File: config.mk
export PLATFORM = sky130hd
export DESIGN_NAME = seg7_scan_display
export DESIGN_NICKNAME = d
export VERILOG_FILES = /design/src/rtl/seg7_pkg.sv /design/src/rtl/seg7_hex_decode.sv /design/src/rtl/seg7_scan_display.sv
export SDC_FILE = /design/constraint.sdc
export NUM_CORES = 1
export LEC_CHECK = 0
export BUFFER_PORTS_ARGS = -buffer_cell sky130_fd_sc_hd__buf_4
export CAP_MARGIN = 15
export CORE_ASPECT_RATIO = 0.6
export CORE_MARGIN = 2
export CORE_UTILIZATION = 40
export DETAILED_ROUTE_END_ITERATION = 10
export GPL_TIMING_DRIVEN = 0
export PLACE_DENSITY_LB_ADDON = 0.12
export SLEW_MARGIN = 15
export SYNTH_ARGS = -nofsm -noshare
export SYNTH_HDL_FRONTEND = slang
export SYNTH_SLANG_ARGS = --single-unit
File: constraint.sdc
create_clock -name clk -period 7.4 [get_ports clk]
set_input_delay 1.48 -clock clk [delete_from_list [all_inputs] [get_ports clk]]
set_output_delay 1.48 -clock clk [all_outputs]
set_load 0.03 [all_outputs]
File: src/rtl/seg7_pkg.sv
// Shared constants and hex-to-segment table for the 7-segment scan driver.
package seg7_pkg;

    localparam logic [7:0] SEG_OFF    = 8'hFF;
    localparam int         SEG_DP_BIT = 7;
    localparam logic [6:0] SEGS_BLANK = 7'h7F;

    // Active-low {g,f,e,d,c,b,a}; dp is handled separately.
    function automatic logic [6:0] hex_to_seg(input logic [3:0] nib);
        logic [6:0] s;
        case (nib)
            4'h0: s = 7'h40;
            4'h1: s = 7'h79;
            4'h2: s = 7'h24;
            4'h3: s = 7'h30;
            4'h4: s = 7'h19;
            4'h5: s = 7'h12;
            4'h6: s = 7'h02;
            4'h7: s = 7'h78;
            4'h8: s = 7'h00;
            4'h9: s = 7'h10;
            4'hA: s = 7'h08;
            4'hB: s = 7'h03;
            4'hC: s = 7'h46;
            4'hD: s = 7'h21;
            4'hE: s = 7'h06;
            default: s = 7'h0E;
        endcase
        return s;
    endfunction

endpackage

File: src/rtl/seg7_hex_decode.sv
// Combinational nibble to active-low segment pattern.
module seg7_hex_decode
    import seg7_pkg::*;
(
    input  logic [3:0] nibble,
    output logic [6:0] segs
);

    assign segs = hex_to_seg(nibble);

endmodule

File: src/rtl/seg7_scan_display.sv
// Time-multiplexed N-digit 7-segment driver with double-buffered image loads,
// leading-zero suppression, dead-time and PWM brightness.
module seg7_scan_display
    import seg7_pkg::*;
#(
    parameter int N_DIGITS   = 8,
    parameter int SCAN_DIV_W = 17,
    parameter int BRIGHT_W   = 3,
    parameter int DEAD_CYC   = 4
) (
    input  logic                  clk,
    input  logic                  rst_n,
    input  logic [4*N_DIGITS-1:0] data_i,
    input  logic [N_DIGITS-1:0]   dp_i,
    input  logic [N_DIGITS-1:0]   blank_i,
    input  logic                  lz_supp_i,
    input  logic [BRIGHT_W-1:0]   bright_i,
    input  logic                  load_valid_i,
    output logic                  load_ready_o,
    output logic                  frame_o,
    output logic [7:0]            SEG,
    output logic [N_DIGITS-1:0]   AN
);

    localparam int IDX_W = (N_DIGITS > 1) ? $clog2(N_DIGITS) : 1;
    localparam logic [IDX_W-1:0] LAST_IDX = IDX_W'(N_DIGITS - 1);

    logic [SCAN_DIV_W-1:0] presc;
    logic [IDX_W-1:0]      idx;
    logic                  pending;

    logic [N_DIGITS-1:0][3:0] sh_data, act_data;
    logic [N_DIGITS-1:0]      sh_dp, sh_blank, act_dp, act_blank;
    logic                     sh_lz, act_lz;
    logic [BRIGHT_W-1:0]      sh_bright, act_bright;

    logic tick, boundary, accept;

    assign tick         = &presc;
    assign boundary     = tick && (idx == LAST_IDX);
    assign accept       = load_valid_i && !pending;
    assign load_ready_o = !pending;
    assign frame_o      = boundary;

    always_ff @(posedge clk or negedge rst_n) begin
        if (!rst_n) begin
            presc      <= '0;
            idx        <= '0;
            pending    <= 1'b0;
            sh_data    <= '0;
            sh_dp      <= '0;
            sh_blank   <= '0;
            sh_lz      <= 1'b0;
            sh_bright  <= '0;
            act_data   <= '0;
            act_dp     <= '0;
            act_blank  <= '1;
            act_lz     <= 1'b0;
            act_bright <= '0;
        end else begin
            presc <= presc + 1'b1;
            if (tick)
                idx <= (idx == LAST_IDX) ? '0 : idx + 1'b1;
            // Accept needs !pending, so it can never collide with a commit.
            if (accept) begin
                sh_data   <= data_i;
                sh_dp     <= dp_i;
                sh_blank  <= blank_i;
                sh_lz     <= lz_supp_i;
                sh_bright <= bright_i;
                pending   <= 1'b1;
            end else if (boundary && pending) begin
                act_data   <= sh_data;
                act_dp     <= sh_dp;
                act_blank  <= sh_blank;
                act_lz     <= sh_lz;
                act_bright <= sh_bright;
                pending    <= 1'b0;
            end
        end
    end

    // above[k]: every digit left of k is zero or blanked.
    logic [N_DIGITS-1:0] above, supp;
    logic                run;

    always_comb begin
        above = '0;
        run   = 1'b1;
        for (int k = N_DIGITS - 1; k >= 0; k--) begin
            above[k] = run;
            run      = run & ((act_data[k] == 4'h0) | act_blank[k]);
        end
    end

    for (genvar k = 0; k < N_DIGITS; k++) begin : g_supp
        if (k == 0) begin : g_d0
            assign supp[k] = 1'b0;
        end else begin : g_dk
            assign supp[k] = act_lz && (act_data[k] == 4'h0) && above[k];
        end
    end

    logic [3:0]          cur_nib;
    logic [6:0]          dec_segs;
    logic                cur_dark, lit;
    logic [7:0]          seg_next;
    logic [N_DIGITS-1:0] one_hot;

    assign cur_nib = act_data[idx];

    seg7_hex_decode u_dec (
        .nibble (cur_nib),
        .segs   (dec_segs)
    );

    // A suppressed digit stays lit only to show its decimal point.
    assign cur_dark = act_blank[idx] || (supp[idx] && !act_dp[idx]);
    assign seg_next = cur_dark ? SEG_OFF
                               : {~act_dp[idx], supp[idx] ? SEGS_BLANK : dec_segs};
    assign lit      = !cur_dark && (presc >= SCAN_DIV_W'(DEAD_CYC)) &&
                      ((&act_bright) || (presc[SCAN_DIV_W-1 -: BRIGHT_W] < act_bright));
    assign one_hot  = N_DIGITS'(1) << idx;

    always_ff @(posedge clk or negedge rst_n) begin
        if (!rst_n) begin
            SEG <= SEG_OFF;
            AN  <= '1;
        end else begin
            SEG <= seg_next;
            AN  <= lit ? ~one_hot : '1;
        end
    end

endmodule

Word level (Yosys, flattened, before mapping)
Memory sizes are Yosys's and may differ from the RTL's.
Cells that the tools add are included.
{ "totals": {"register_bits": 141, "romBits": 112, "input_bits": 55, "mem_count": 1} }
{ "memory_table": {"columns": ["memory", "words", "word_bits", "rd", "rd_ports_with_merged_regs", "write_ports", "line", "text"], "rows": [
  ["(name not given)", 16, 7, 1, 0, 0, "seg7_pkg.sv:11", "case (nib)"]
]} }
{ "classes": {"addsub": 2, "magnitude_cmp": 3, "eq_ne": 1, "shifts": 1, "muxes": 14, "bitwise_logic": 14, "n_reduce_logical": 35} }
{ "ops": {"columns": ["op", "n"], "rows": [
  ["logical NOT 4 bit", 7],
  ["logical AND 1 bit", 19],
  ["adder 17 x 1 -> 17 bit (second input constant)", 1],
  [">= comparator 17 x 3 -> 1 bit (second input constant)", 1],
  ["AND reduction 17 bit", 1],
  ["two-way mux 8 bit", 2],
  ["binary-select mux 4 bit (select 3 bit)", 1],
  ["binary-select mux 1 bit (select 3 bit)", 3],
  ["inverter 8 bit", 1],
  ["left shift 1 x 3 -> 8 bit (first input constant)", 1],
  ["two-way mux 7 bit", 1],
  ["OR 1 bit", 6],
  ["AND 1 bit", 5],
  ["two-way mux 1 bit", 5],
  ["less-than comparator 3 x 4 -> 1 bit (second input constant)", 1],
  ["two-way mux 4 bit", 1],
  ["adder 3 x 1 -> 3 bit (second input constant)", 1],
  ["== test 3 bit (second input constant)", 1],
  ["logical NOT 1 bit", 3],
  ["less-than comparator 3 bit", 1],
  ["two-way mux 3 bit", 1],
  ["AND reduction 3 bit", 1],
  ["logical OR 1 bit", 2],
  ["inverter 1 bit", 2],
  ["other kinds (2)", 2]
]} }

Longest topological paths before layout
{ "logic_depth": {"ltp_word": 16, "depth_mapped": 10} }

By module
A second synthesis with hierarchy kept.
{ "hier_totals": {"cells_unflattened": 442, "hier_area_um2": 6272.3} }
{ "by_module_without_submodules": {"columns": ["module", "instances", "cells_each", "area_per_inst_um2", "seq_area_each_um2"], "rows": [
  ["seg7_scan_display", 1, 411, 6010.8, 3558.4],
  ["seg7_hex_decode", 1, 31, 261.5, 0.0]
]} }

Worst setup path before layout
No wires, ideal clock.
{ "synth_path": {"path_kind": "register to output", "startpoint": "reg presc[0]", "endpoint": "out frame_o", "arrival_ns": 1.741, "required_time_ns": 5.920, "slack_ns": 4.179, "path_stages_with_launch": 8, "n_path_buf": 1, "path_cell_list": "dfrtp_1 > ha_1 > and3_1 > clkbuf_1 > nand2_1 > nor3_1 > ha_1 > and2_1"} }
{ "synth_between": {"elab_chain_cells": 2} }
{ "synth_lines": {"columns": ["item", "line", "text"], "rows": [
  ["start: declaration", "seg7_scan_display.sv:28", "logic [SCAN_DIV_W-1:0] presc;"],
  ["start signal: assignment", "seg7_scan_display.sv:61", "presc <= presc + 1'b1;"],
  ["AND reduction 17 bit", "seg7_scan_display.sv:39", "assign tick = &presc;"],
  ["named net tick", "seg7_scan_display.sv:37", "logic tick, boundary, accept;"],
  ["logical AND 1 bit", "seg7_scan_display.sv:40", "assign boundary = tick && (idx == LAST_IDX);"],
  ["end: declaration", "seg7_scan_display.sv:20", "output logic frame_o,"]
]} }
The timed path passes the listed nets, and every way through them passes these cells.

Worst setup path after layout
Same ends and word-level chain as after synthesis.

==> run_results.csv <==
group,metric,value,unit
detailed_routing,antenna_left,0,
clock_network,path_clk_slew,0.06,ns
layout,fillers,1312,
worst_setup_path,required,5.92,ns
clock_network,cts_sinks,141,
clock_network,root_buffer,"clkbuf_16",
global_routing,grt_max_degree,111,
power,netSwitchingPower,0.382,mW
job,maxCapViolCount,0,
yosys,synthesis.area,6360,sq um
floorplanning,num_io_pins,73,
yosys,synthArstFlopShare,100,%
power,irDropWorstVdd,0.138,mV
placed_design,hpwl,9.87,mm
worst_setup_path,worstPathMaxFanout,7,
yosys,synth_edf_count,0,
worst_setup_path,crit_path_start_kind,"flip-flop",
clock_network,clockBufferDepth,2,
layout,post-route-util,50.0,%
clock_network,insertion_delay,0.42,ns
timing,slew_viol_final,0,
worst_setup_path,crit_path_start,"presc[0]",
yosys,ys_types,53,
timing,finalSetupTns,0,ns
worst_setup_path,endpoint,"frame_o",
power,power_frac_seq,49.7,%
floorplanning,die_w,167,microns
clock_network,hold_buffers,0,
global_routing,grt_overflow,0,
yosys,syn_inst,449,
worst_setup_path,reg2reg_from,"presc[0]",
power,p_int,1.29,mW
power,switching_share,22.8,%
timing,whs,0.500,ns
timing,hold_viol,0,
yosys,synthTopCellsByCount,"dfrtp_1, mux2_2, dfstp_2",
floorplanning,core,15500,sq um
clock_network,ctsResizeCount,0,
power,pwr-share-comb,4.4,%
global_routing,grt_pass1_wl,22.6,mm
worst_setup_path,r2r_slack,4.28,ns
layout,register_area,3560,sq um
detailed_routing,wirelength,13.5,mm
layout,fin_area,7730,sq um
power,powerDensity,217,nW/um^2
floorplanning,start_util,41.1,%
timing,clock.fmax,251,MHz
timing,rsz0062_at_grt,"false",
yosys,synth_top_area_share,46.0,%
yosys,yosys_register_bits,141,
worst_setup_path,cp_slowest_cell,"dfrtp_1",
detailed_routing,drcViolationCount,0,
timing,setup_violations,0,
worst_setup_path,cp_data_arrival_time,2.51,ns
yosys,syn-num-nets,521,
worst_setup_path,regToRegEndpoint,"act_bright[0]",
clock_network,htree_num_levels,4,
timing,worstMarginPinSlew,0.740,ns
layout,syn_to_final_growth,21.5,%
worst_setup_path,crit_path_max_incr_delay,0.40,ns
yosys,synthFlopType,"dfrtp_1",
floorplanning,fp.dieArea,17000,sq um
worst_setup_path,worstPathCellList,"ha_1 -> and3_1 -> clkbuf_1 -> nand2_1 -> nor3_1 -> ha_1 -> and2_1 -> buf_4",
timing,relSlewSlack,50.6,%
timing,period_minus_slack,3.99,ns
detailed_routing,dr.pass1.iters,4,
hold_path,min_path_type,"reg2reg",
yosys,syn_avg_cell_area,14.2,sq um
layout,antennaDiodeCount,0,
power,power,1.68,mW
global_routing,grt_usage,17.5,%
timing,fin_crit_sh,53.9,%
worst_setup_path,critPathKind,"reg2out",
placed_design,placed_area,7190,sq um
worst_setup_path,r2r_cells,10,
yosys,yosysWarnings,0,
yosys,yosysMostFrequentCell,"dfrtp_1",
detailed_routing,wl_per_cell,17.9,microns
placed_design,portBuffers,72,
worst_setup_path,endpoint_kind,"output pin",
power,p_leak,3.55,nW
timing,clock_skew,0.0142,ns
layout,multiInputGateArea,2630,sq um
yosys,synth_top_cell_by_area,"dfrtp_1",
clock_network,cts_setup_buffers,0,
layout,nets,613,
global_routing,grt_pass1_vias,4046,
clock_network,cts_made_buffers,17,
outcome,status,"completed",
yosys,yosysSeqAreaShare,55.9,%
detailed_routing,vias,3904,
detailed_routing,drt_iter0_drc,235,
clock_network,cts_tree,"built",
power,p_clk_share,46.0,%
detailed_routing,viasPerCell,5.16,
floorplanning,rows,35,
placed_design,place_congestion,0.816,
floorplanning,chipHeight,102,microns
yosys,yosys-top-cells-area,"dfrtp_1, mux2_2, dfstp_2, ha_1, mux4_2",
layout,layout-drive-gt1-share,47.5,%
worst_setup_path,cpMostUsedCell,"ha_1",
global_routing,antenna_found_initial,0,
state kept, by name (all words and copies together), names as in the netlist, 3 cells and up:
name,cells
AN,8
SEG,8
act_blank,8
act_bright,3
act_data,32
act_dp,8
idx,3
presc,17
sh_blank,8
sh_bright,3
sh_data,32
sh_dp,8
critical path: cells and delay by family, from the launching register on:
kind | cells | cell delay [ns]
adder cells (fa/ha/maj) | 2 | 0.56
buffers and inverters | 2 | 0.40
flip-flops | 1 | 0.40
AND/OR/NAND/NOR | 4 | 0.74
worst min path at each step:
| stage | startpoint | end | depth (start not counted) |
|---|---|---|---|
| after floorplan | presc[9] | presc[9] | 1 |
| after global placement | presc[9] | presc[9] | 1 |
| after detailed placement | presc[9] | presc[9] | 1 |
| after CTS | presc[9] | presc[9] | 1 |
| after global routing | sh_bright[2] | act_bright[2] | 1 |
| final | presc[9] | presc[9] | 1 |
cells in the final DEF (no fill, tap or decap), types with 3 or more instances in the layout:
master	n
a21oi_1	3
and3_1	4
and4_1	3
buf_4	73
buf_6	4
clkbuf_1	15
clkbuf_16	17
clkinv_2	3
clkinvlp_4	4
dfrtp_1	117
dfstp_2	24
ha_1	17
inv_1	14
inv_6	3
mux2_2	107
mux2i_1	9
mux4_2	9
nand2_1	14
nand2b_1	3
nand3_1	9
nand4_1	6
nand4b_1	3
nor2_1	9
nor2b_1	7
nor3_1	3
nor4_1	6
o211ai_1	3
o21ai_0	6
or4_1	5
xnor2_1	9
xor2_1	5
power by group through the flow:
stage	Sequential, mW	Clock [mW]	Combinational [mW]
2_1_floorplan	0.834	0	0.0323
3_3_place_gp	0.845	0	0.0700
3_5_place_dp	0.847	0	0.0752
4_1_cts	0.833	0.790	0.0757
5_1_grt	0.838	0.825	0.0828
6_report	0.833	0.771	0.0732
per-layer routing:
metal | part of all wire (%) | routed length, microns | track usage, %
met1 | 55 | 7430 | 27.3
met2 | 39 | 5340 | 23.6
met3 | 4.9 | 670 | 4.57
met4 | 0.77 | 104 | 5.17
met5 | 0 | 0 | 0
cell type report:
class / count / share of cell area (%)
Sequential cell: 141 / 46.1
Multi-Input combinational cell: 273 / 34.1
Timing Repair Buffer: 73 / 7.45
Clock buffer: 20 / 5.78
Tap cell: 203 / 3.29
Buffer: 19 / 1.41
Clock inverter: 12 / 1.15
Inverter: 16 / 0.777
stage by stage:
stage	std cells	setup slack, ns
6_report	757	3.41
5_1_grt	757	3.19
4_1_cts	757	3.38
3_5_place_dp	725	3.83
3_3_place_gp	724	3.82
2_1_floorplan	449	4.18
cells by family (layout without fill, tap and decap cells):
| kind of cell | after synthesis | count (layout) | share of synthesized area (%) |
|---|---|---|---|
| flops | 141 | 141 | 55.9 |
| buf+inv | 35 | 140 | 2.66 |
| mux | 128 | 128 | 24.5 |
| simple gates | 78 | 78 | 6.92 |
| fa+ha+maj | 17 | 17 | 3.34 |
| compound gates | 36 | 36 | 4.72 |
| xor+xnor | 14 | 14 | 1.93 |
Power figures use the tool's default switching activity.
